==> src/rtl/operand_fetch_pkg.sv <==
// Shared definitions for the operand fetch stage: widths, opcodes,
// decode bundle and small combinational helpers.
package operand_fetch_pkg;

    localparam int XLEN = 32;
    localparam int NREG = 32;
    localparam int AW   = $clog2(NREG);

    localparam logic [6:0] OPC_LUI    = 7'b0110111;
    localparam logic [6:0] OPC_AUIPC  = 7'b0010111;
    localparam logic [6:0] OPC_JAL    = 7'b1101111;
    localparam logic [6:0] OPC_JALR   = 7'b1100111;
    localparam logic [6:0] OPC_LOAD   = 7'b0000011;
    localparam logic [6:0] OPC_OPIMM  = 7'b0010011;
    localparam logic [6:0] OPC_BRANCH = 7'b1100011;
    localparam logic [6:0] OPC_STORE  = 7'b0100011;
    localparam logic [6:0] OPC_OP     = 7'b0110011;

    typedef struct packed {
        logic rs1_used;
        logic rs2_used;
        logic rd_we;
    } rf_use_t;

    // A register is busy if an older producer has not yet written it back,
    // or if the producer is still sitting in our own output register.
    function automatic logic f_hazard(
        input logic          used,
        input logic [AW-1:0] a,
        input logic          pend,
        input logic          wb_hit,
        input logic          out_hit
    );
        return used && (a != '0) && ((pend && !wb_hit) || out_hit);
    endfunction

    function automatic logic [XLEN-1:0] f_operand(
        input logic [AW-1:0]   a,
        input logic            wb_hit,
        input logic [XLEN-1:0] wb_wd,
        input logic [XLEN-1:0] rdata
    );
        if (a == '0)
            return '0;
        else if (wb_hit)
            return wb_wd;
        else
            return rdata;
    endfunction

endpackage

==> src/rtl/operand_fetch_rf_use_decode.sv <==
// Opcode to register-file usage decode: which sources are read and
// whether a destination is written.
module operand_fetch_rf_use_decode
    import operand_fetch_pkg::*;
(
    input  logic [6:0] i_opcode,
    output rf_use_t    o_use
);

    always_comb begin
        o_use = '0;
        unique case (i_opcode)
            OPC_LUI, OPC_AUIPC, OPC_JAL: begin
                o_use.rd_we = 1'b1;
            end
            OPC_JALR, OPC_LOAD, OPC_OPIMM: begin
                o_use.rs1_used = 1'b1;
                o_use.rd_we    = 1'b1;
            end
            OPC_BRANCH, OPC_STORE: begin
                o_use.rs1_used = 1'b1;
                o_use.rs2_used = 1'b1;
            end
            OPC_OP: begin
                o_use.rs1_used = 1'b1;
                o_use.rs2_used = 1'b1;
                o_use.rd_we    = 1'b1;
            end
            default: o_use = '0;
        endcase
    end

endmodule

==> src/rtl/operand_fetch.sv <==
// Decode/operand-read stage: RegFile read, writeback bypass, pending-write
// scoreboard with RAW/WAW stall, and a one-entry registered output.
module operand_fetch
    import operand_fetch_pkg::*;
(
    input  logic            clk,
    input  logic            rst_n,
    input  logic            in_valid,
    output logic            in_ready,
    input  logic [31:0]     in_inst,
    input  logic [XLEN-1:0] in_pc,
    output logic [AW-1:0]   ra1,
    output logic [AW-1:0]   ra2,
    input  logic [XLEN-1:0] rd1,
    input  logic [XLEN-1:0] rd2,
    input  logic            wb_we,
    input  logic [AW-1:0]   wb_wa,
    input  logic [XLEN-1:0] wb_wd,
    input  logic            flush,
    output logic            out_valid,
    input  logic            out_ready,
    output logic [31:0]     out_inst,
    output logic [XLEN-1:0] out_pc,
    output logic [XLEN-1:0] out_op1,
    output logic [XLEN-1:0] out_op2,
    output logic [AW-1:0]   out_rd,
    output logic            out_rd_we
);

    logic            r_out_valid;
    logic [31:0]     r_out_inst;
    logic [XLEN-1:0] r_out_pc;
    logic [XLEN-1:0] r_out_op1;
    logic [XLEN-1:0] r_out_op2;
    logic [AW-1:0]   r_out_rd;
    logic            r_out_rd_we;
    logic [NREG-1:0] r_pending;

    rf_use_t         w_use;
    logic [AW-1:0]   w_rd;
    logic            w_rd_we;
    logic            w_wb_hit1;
    logic            w_wb_hit2;
    logic            w_wb_hitd;
    logic            w_haz1;
    logic            w_haz2;
    logic            w_hazd;
    logic            w_stall;
    logic            w_accept;
    logic            w_handoff;
    logic [NREG-1:0] w_pend_nxt;

    operand_fetch_rf_use_decode u_dec (
        .i_opcode (in_inst[6:0]),
        .o_use    (w_use)
    );

    assign ra1     = in_inst[19:15];
    assign ra2     = in_inst[24:20];
    assign w_rd    = in_inst[11:7];
    assign w_rd_we = w_use.rd_we && (w_rd != '0);

    assign w_wb_hit1 = wb_we && (wb_wa == ra1);
    assign w_wb_hit2 = wb_we && (wb_wa == ra2);
    assign w_wb_hitd = wb_we && (wb_wa == w_rd);

    assign w_haz1 = f_hazard(w_use.rs1_used, ra1, r_pending[ra1], w_wb_hit1,
                             r_out_valid && r_out_rd_we && (r_out_rd == ra1));
    assign w_haz2 = f_hazard(w_use.rs2_used, ra2, r_pending[ra2], w_wb_hit2,
                             r_out_valid && r_out_rd_we && (r_out_rd == ra2));
    assign w_hazd = f_hazard(w_rd_we, w_rd, r_pending[w_rd], w_wb_hitd,
                             r_out_valid && r_out_rd_we && (r_out_rd == w_rd));

    assign w_stall   = w_haz1 || w_haz2 || w_hazd;
    assign in_ready  = !w_stall && (!r_out_valid || out_ready);
    assign w_accept  = in_valid && in_ready && !flush;
    // A flushed entry never reaches execute, so it must not claim its rd.
    assign w_handoff = r_out_valid && out_ready && !flush;

    always_comb begin
        w_pend_nxt = r_pending;
        if (wb_we)
            w_pend_nxt[wb_wa] = 1'b0;
        if (w_handoff && r_out_rd_we)
            w_pend_nxt[r_out_rd] = 1'b1;
        w_pend_nxt[0] = 1'b0;
    end

    always_ff @(posedge clk) begin
        if (!rst_n) begin
            r_out_valid <= 1'b0;
            r_out_inst  <= '0;
            r_out_pc    <= '0;
            r_out_op1   <= '0;
            r_out_op2   <= '0;
            r_out_rd    <= '0;
            r_out_rd_we <= 1'b0;
            r_pending   <= '0;
        end else begin
            r_pending <= w_pend_nxt;
            if (flush) begin
                r_out_valid <= 1'b0;
            end else if (w_accept) begin
                r_out_valid <= 1'b1;
                r_out_inst  <= in_inst;
                r_out_pc    <= in_pc;
                r_out_op1   <= f_operand(ra1, w_wb_hit1, wb_wd, rd1);
                r_out_op2   <= f_operand(ra2, w_wb_hit2, wb_wd, rd2);
                r_out_rd    <= w_rd;
                r_out_rd_we <= w_rd_we;
            end else if (w_handoff) begin
                r_out_valid <= 1'b0;
            end
        end
    end

    assign out_valid = r_out_valid;
    assign out_inst  = r_out_inst;
    assign out_pc    = r_out_pc;
    assign out_op1   = r_out_op1;
    assign out_op2   = r_out_op2;
    assign out_rd    = r_out_rd;
    assign out_rd_we = r_out_rd_we;

endmodule

==> config.mk <==
export PLATFORM = sky130hd
export DESIGN_NAME = operand_fetch
export DESIGN_NICKNAME = d
export VERILOG_FILES = /design/src/rtl/operand_fetch_pkg.sv /design/src/rtl/operand_fetch_rf_use_decode.sv /design/src/rtl/operand_fetch.sv
export SDC_FILE = /design/constraint.sdc
export NUM_CORES = 1
export LEC_CHECK = 0
export ABC_AREA = 0
export CAP_MARGIN = 20
export CORE_MARGIN = 2
export CORE_UTILIZATION = 40
export DETAILED_ROUTE_END_ITERATION = 8
export GPL_TIMING_DRIVEN = 0
export PLACE_DENSITY = 0.78
export SLEW_MARGIN = 20
export SYNTH_ARGS = -nofsm -noshare
export SYNTH_HDL_FRONTEND = slang
export SYNTH_SLANG_ARGS = --single-unit
==> constraint.sdc <==
create_clock -name clk -period 7.9 [get_ports clk]
set_clock_uncertainty 0.1 [all_clocks]
set_input_delay 1.58 -clock clk [delete_from_list [all_inputs] [get_ports clk]]
set_output_delay 1.58 -clock clk [all_outputs]
set_load 0.02 [all_outputs]
After elaboration in Yosys (flattened, before gate mapping):

Index checks and enable logic that the tools add are counted.
W data, S select, Z words.

* register bits: 167
* bits of input ports: 171
* output and inout port bits: 146
* word-level logic and storage cells: 105

* order comparisons: 7
* equality and inequality tests: 15
* mux-type cells: 21
* bitwise logic cells: 5
* reductions and logical operators: 48

Operators by type and width (number)
* $mux W32: 6
* $and A32 B32 Y32: 1
* $not A32 Y32: 1
* $or A32 B32 Y32: 1
* $eq A5 B5 Y1: 6
* $lt A5 B6 Y1 const B: 5
* $logic_and A1 B1 Y1: 25
* $eq A7 B6 Y1 const B: 3
* $eq A7 B7 Y1 const B: 3
* $bmux W1 S5: 3
* $reduce_bool A5 Y1: 3
* $eq A7 B5 Y1 const B: 2
* $demux W1 S5: 2
* $ge A5 B1 Y1 const B: 2
* $logic_not A5 Y1: 2
* $mux W1: 10
* $eq A7 B2 Y1 const B: 1
* $reduce_or A7 Y1: 1
* $logic_not A1 Y1: 6
* $logic_or A1 B1 Y1: 6
* $reduce_or A6 Y1: 1
* $reduce_or A3 Y1: 1
* $not A1 Y1: 2
* $reduce_and A2 Y1: 1
* 2 further kinds: 2

Logic depth before layout (Yosys ltp):

Gate-level depths: netlist (run 1).

* depth in word-level cells: 13
* mapped depth: 11

Hierarchy:

From an unflattened synthesis (run 1), not the netlist that was laid out.

* cell total of the unflattened synthesis: 975
* area total of the unflattened synthesis: 8683.3 µm²

Modules (own cells, without submodules)
* operand_fetch: times used 1, cells an instance 965, area an instance 8595.7 µm², seq. area each 3223.1 µm²
* operand_fetch_rf_use_decode: times used 1, cells an instance 10, area an instance 87.6 µm², seq. area each 0.0 µm²

Least setup slack after synthesis (run 1):

OpenSTA, ideal clock, no wires.

* path kind: input -> output
* from: input in_inst[21]
* to: output in_ready
* arrival: 3233 ps
* data required time: 6220 ps
* path slack: 2987 ps
* stages: 7
* path through: buf_1 -> mux4_2 -> and2_0 -> a211o_1 -> a32oi_1 -> o22ai_1 -> nor2_1

* longest elaborated chain between the ends: 10
* elaborated cells between the ends (all ways): 16
* those cells by class: eq/ne: 2; mux: 2; reduce/logical: 12

RTL lines
* start: declaration: RTL line operand_fetch.sv:10 `input logic [31:0] in_inst,`
* parallel branches: the longest is 5 deep, another holds $bmux W1 S5
* $logic_and A1 B1 Y1 *: RTL line operand_fetch_pkg.sv:34 `return used && (a != '0) && ((pend && !wb_hit) || out_hit);`
* $logic_or A1 B1 Y1 * (2 in a row): RTL line operand_fetch.sv:74 `assign w_stall = w_haz1 || w_haz2 || w_hazd;`
* $logic_not A1 Y1 *: RTL line operand_fetch.sv:75 `assign in_ready = !w_stall && (!r_out_valid || out_ready);`
* $logic_and A1 B1 Y1 *: RTL line operand_fetch.sv:75
* end: declaration: RTL line operand_fetch.sv:9 `output logic in_ready,`

Mark *: on every way between the ends. The select of a mux whose other input is x is not followed.

Final worst setup path (run 1):

Ends and elaborated chain as after synthesis.

==> results summary, run 1 <==
The count of filler cells inserted in the layout is 1843. The setup slack at placement came out at 1.445 ns. Counting every net in the synthesized netlist gives 1146. Dividing the final minimum period by the clock period gives between 80% and 90%. The hold path depth came out at 2. Headroom to the max-slew limit came out at 42.14%. In the synthesized netlist the dominant register cell turns out to be sky130_fd_sc_hd__dfxtp_1. The total of flip-flops plus latches after synthesis is 161. The hold-fix buffer count after cts is 0.

The maximum vdd ir drop came out at 0.1460 mV. In the final layout, the share of cells above drive strength 1 is 11.72%. The buffer count from post-CTS setup fixing is 0. The data required time of the critical path came out at 6.22 ns.

The arrival time of the worst setup path is 4.90 ns. The worst slack on hold paths came out at 0.3555 ns. The power density over the cells came out at 167.1 nW/um^2. The global routing usage summed across all routing layers came out at 25.88%.

Among all stages on the critical path, the largest delay is contributed by sky130_fd_sc_hd__clkdlybuf4s50_1. Synthesis instantiated 46 different standard cells from the library. The largest fanout on the critical path is 10.

The cell depth of the worst flop-to-flop path came out at 9. The area of the die came out at 22760 um^2. The number of enable-type register cells in the synthesized netlist is 0.

A synthesized cell averages 8.848 um^2. Row generation in the floorplan step produced 53 rows. For the pin with the worst max-slew slack, the measured transition is 0.8646 ns. The pin count of the biggest net entering global routing is 17. The area growth from synthesis to final layout came out at 46.24%.

Yosys attributes the largest share of cell area to sky130_fd_sc_hd__dfxtp_1, sky130_fd_sc_hd__mux2i_1, sky130_fd_sc_hd__nand2_1, sky130_fd_sc_hd__mux2_2, sky130_fd_sc_hd__mux4_2. The hold violation total from the final report is 0. The TritonCTS clock tree is yes. In the routed layout, each cell is associated on average with a via count of 5.286. After synthesis, flip-flops and latches occupy a little under two fifths of the total area. The detailed router placed 8400 vias in this run. Counting flops with an async set or reset pin after synthesis yields a share of 0%. The clock buffer count from CTS is 17. After global routing the overflow that remains totals 0. The terminating pin of the worst hold path is out_inst[18]. The final count of negative-setup-slack endpoints is 0.

The shortest period the worst path allows came out at 6.582 ns. The number of warnings printed during yosys synthesis is 0. The routed length per placed instance is around 19 um. The total of max-cap violations came out at 0. The maximum clock path buffer count came out at 2.

The worst flop-to-flop path startpoint is out_inst[10]. STA classifies the critical path startpoint as an input pin. The number of pins with negative max-slew slack in the final report is 0.

The critical path goes through clkdlybuf4s50_1, buf_1, mux4_2, and2_0, a211o_1, a32oi_1, o22ai_1, nor2_1, clkdlybuf4s50_1. Pin placement for this block handled 317 I/O pins. The worst register-to-register path ends at out_op2[30].

The gate count after technology mapping came out at roughly 980. For this design, the sink count on the clock tree is 161. The critical path in this run is classified as input pin to output pin. In this run the remaining antenna-violating nets after routing total 0.

The number of buffer cells added on primary ports is roughly 310. Routability-driven placement finished with a final weighted congestion of a little over 0.9. The flow ran to the end, and the final reports show no timing, DRC or antenna violations. The die boundary height is around 150 um.

The startpoint identified for the worst hold timing path is out_inst[18]. The biggest area contributor in the post-synthesis netlist is sky130_fd_sc_hd__dfxtp_1. The antenna diode instance count is 0. The starting utilization of the core area is 40.91%. The worst path meets setup with 1.318 ns of slack. The post-synth design cell area came out at 8627 um^2. The flop-to-flop setup slack came out at 4.79 ns. The insertion delay to the later sink of the worst-skew pair is 0.42 ns. The nature of the critical path endpoint is an output pin. The wire length after detailed routing came out at 30.65 mm. The accumulated negative setup slack came out at 0 ns. The via count of the first global-routing pass came out at 8165. The number of antenna violations at the first check in global routing came out at 1. The root buffer cell is sky130_fd_sc_hd__clkbuf_16. The maximum frequency from static timing analysis is 151.9 MHz. After the last flow step, the layout net total stands at around 1500. The area share of the largest cell type after synthesis came out at 37.36%. Setup repair after global routing left no endpoint under its margin. The wire length of the first global-routing pass came out at around 45 mm. The number of detailed-routing iterations run before antenna repair came out at 5. In this run the number of H-tree levels came out at 4. The die boundary width came out at 150.9 um. The most numerous cell on the critical path is sky130_fd_sc_hd__clkdlybuf4s50_1. The clock transition time at the flip-flop clock pins of the worst setup and hold paths came out at 0.06 ns. The class of the tightest hold or removal check is flip-flop to flip-flop. The floorplan core area came out at approximately 21000 um^2. The initial DRC count is between 600 and 700.

The leakage power summed over all cells is roughly 4.7 nW. The total power came out at around 2.1 mW. The wire-length estimate of the detail-placed layout is 23.49 mm.

In this run, post-CTS repair resized a total of 0 instances. The remaining routing DRC violations came out at 0. The largest single stage delay on the critical path is 0.64 ns.
[layer usage]
| layer | routed length [um] | global-route usage, % |
|---|---|---|
| met3 | 2424 | 6.114 |
| met4 | 994 | 9.393 |
| met2 | 14720 | 43.27 |
| met5 | 12 | 0 |
| met1 | 12500 | 32.62 |
[registers in the layout, summed over array words and instances (netlist names)]
register   flops
out_rd_we      1
out_valid      1
r_pending     31
out_op1       32
out_pc        32
out_op2       32
out_inst      32
[cell type report]
cell class / instances / area [um^2] / area share [%]
multi-input cells: 713 / 4878 / 38.67
flip-flops and latches: 161 / 3223 / 25.55
repair buffers: 308 / 3083 / 24.44
plain buffers: 93 / 500.5 / 3.967
clock buffers: 18 / 429.2 / 3.402
well taps: 275 / 344.1 / 2.727
clock inverters: 13 / 127.6 / 1.012
inverters: 8 / 30.03 / 0.2380
[how the worst max path moves through the flow]
stage	start	end	slack (ns)
after floorplan	in_inst[21]	in_ready	2.99
after global placement	in_inst[21]	in_ready	1.41
after detailed placement	in_inst[21]	in_ready	1.45
after CTS	in_inst[21]	in_ready	1.41
after global routing	in_inst[21]	in_ready	1.29
final	in_inst[21]	in_ready	1.32
[cells in the mapped netlist, types with 2 or more instances]
master and number:
sky130_fd_sc_hd__nor2b_1 2, sky130_fd_sc_hd__nor3_1 3, sky130_fd_sc_hd__mux2i_1 139, sky130_fd_sc_hd__dfxtp_1 161, sky130_fd_sc_hd__nor3b_1 5, sky130_fd_sc_hd__or3b_2 2, sky130_fd_sc_hd__buf_2 7, sky130_fd_sc_hd__clkbuf_1 54
sky130_fd_sc_hd__nand2_1 302, sky130_fd_sc_hd__xnor2_1 11, sky130_fd_sc_hd__nor2_1 14, sky130_fd_sc_hd__nand3_1 5, sky130_fd_sc_hd__and3b_1 4, sky130_fd_sc_hd__xor2_1 19, sky130_fd_sc_hd__nand3b_1 6, sky130_fd_sc_hd__a32oi_1 2
sky130_fd_sc_hd__a31oi_1 5, sky130_fd_sc_hd__inv_1 7, sky130_fd_sc_hd__nor4_1 6, sky130_fd_sc_hd__mux4_2 18, sky130_fd_sc_hd__buf_4 18, sky130_fd_sc_hd__buf_1 4, sky130_fd_sc_hd__a21oi_1 37, sky130_fd_sc_hd__or4_1 2
sky130_fd_sc_hd__nand4_1 3, sky130_fd_sc_hd__mux2_2 67, sky130_fd_sc_hd__mux2_1 2, sky130_fd_sc_hd__and3_1 6, sky130_fd_sc_hd__buf_6 10, sky130_fd_sc_hd__o211ai_1 4, sky130_fd_sc_hd__a211o_1 2, sky130_fd_sc_hd__o21ai_0 34
[worst max-delay path: cells and delay by family]
| kind | cells | cell delay (ns) |
|---|---|---|
| AOI/OAI and AO/OA | 3 | 0.72 |
| buffers and inverters | 3 | 1.86 |
| muxes | 1 | 0.40 |
| and+or+nand+nor | 2 | 0.33 |
[cell usage in the layout (no fill, tap or decap), types with 5 or more instances in the layout]
cell,n
sky130_fd_sc_hd__clkbuf_1,55
sky130_fd_sc_hd__nand3_1,5
sky130_fd_sc_hd__o21ai_0,34
sky130_fd_sc_hd__buf_2,7
sky130_fd_sc_hd__dfxtp_1,161
sky130_fd_sc_hd__clkbuf_16,17
sky130_fd_sc_hd__mux4_2,18
sky130_fd_sc_hd__xor2_1,19
sky130_fd_sc_hd__nand2_1,302
sky130_fd_sc_hd__inv_6,5
sky130_fd_sc_hd__buf_4,18
sky130_fd_sc_hd__nor4_1,6
sky130_fd_sc_hd__mux2_2,67
sky130_fd_sc_hd__and3_1,6
sky130_fd_sc_hd__clkdlybuf4s50_1,308
sky130_fd_sc_hd__buf_6,10
sky130_fd_sc_hd__a21oi_1,37
sky130_fd_sc_hd__nand3b_1,6
sky130_fd_sc_hd__a31oi_1,5
sky130_fd_sc_hd__inv_1,7
sky130_fd_sc_hd__mux2i_1,139
sky130_fd_sc_hd__xnor2_1,11
sky130_fd_sc_hd__nor2_1,14
[power breakdown]
group	leakage [nW]	switching, mW	total (mW)	internal [mW]
Sequential	1.31	0.0195	0.867	0.847
Combinational	3.14	0.218	0.441	0.223
Clock	0.270	0.362	0.801	0.439
[cell families (layout without fill, tap and decap cells)]
group | after synthesis | after routing | share of synthesized area, %
AOI/OAI and AO/OA | 92 | 92 | 5.990
and+or+nand+nor | 365 | 365 | 17.62
buffers and inverters | 101 | 440 | 6.149
muxes | 226 | 226 | 29.83
DFF | 161 | 161 | 37.36
xor gates and xnor gates | 30 | 30 | 3.046
[stage by stage]
stage          instances  cell area (um^2)  util [%]
5_1_grt             1589             12620     59.83
4_1_cts             1589             12610     59.80
6_report            1589             12620     59.83
3_5_place_dp        1558             12050     57.16
3_3_place_gp        1558             12050     57.16
2_1_floorplan        975              8627         -
No activity file was read; power rests on OpenSTA's default activity.
==> inputs of run 2 (changes only) <==
==> constraint.sdc (replaced) <==
create_clock -name clk -period 6.3 [get_ports clk]
set_clock_uncertainty 0.1 [all_clocks]
set_input_delay 1.26 -clock clk [delete_from_list [all_inputs] [get_ports clk]]
set_output_delay 1.26 -clock clk [all_outputs]
set_load 0.02 [all_outputs]
==> results of run 2 <==
The final DEF is identical to that of run 1. Status: completed.
Among the figures that moved: setup slack after placement 1.445 ns -> 0.4852 ns; setup slack after layout 1.318 ns -> 0.3582 ns; register-to-register setup slack 4.79 ns -> 3.19 ns; total power 2.109 mW -> 2.644 mW; worst IR drop on VDD 0.1460 mV -> 0.1831 mV
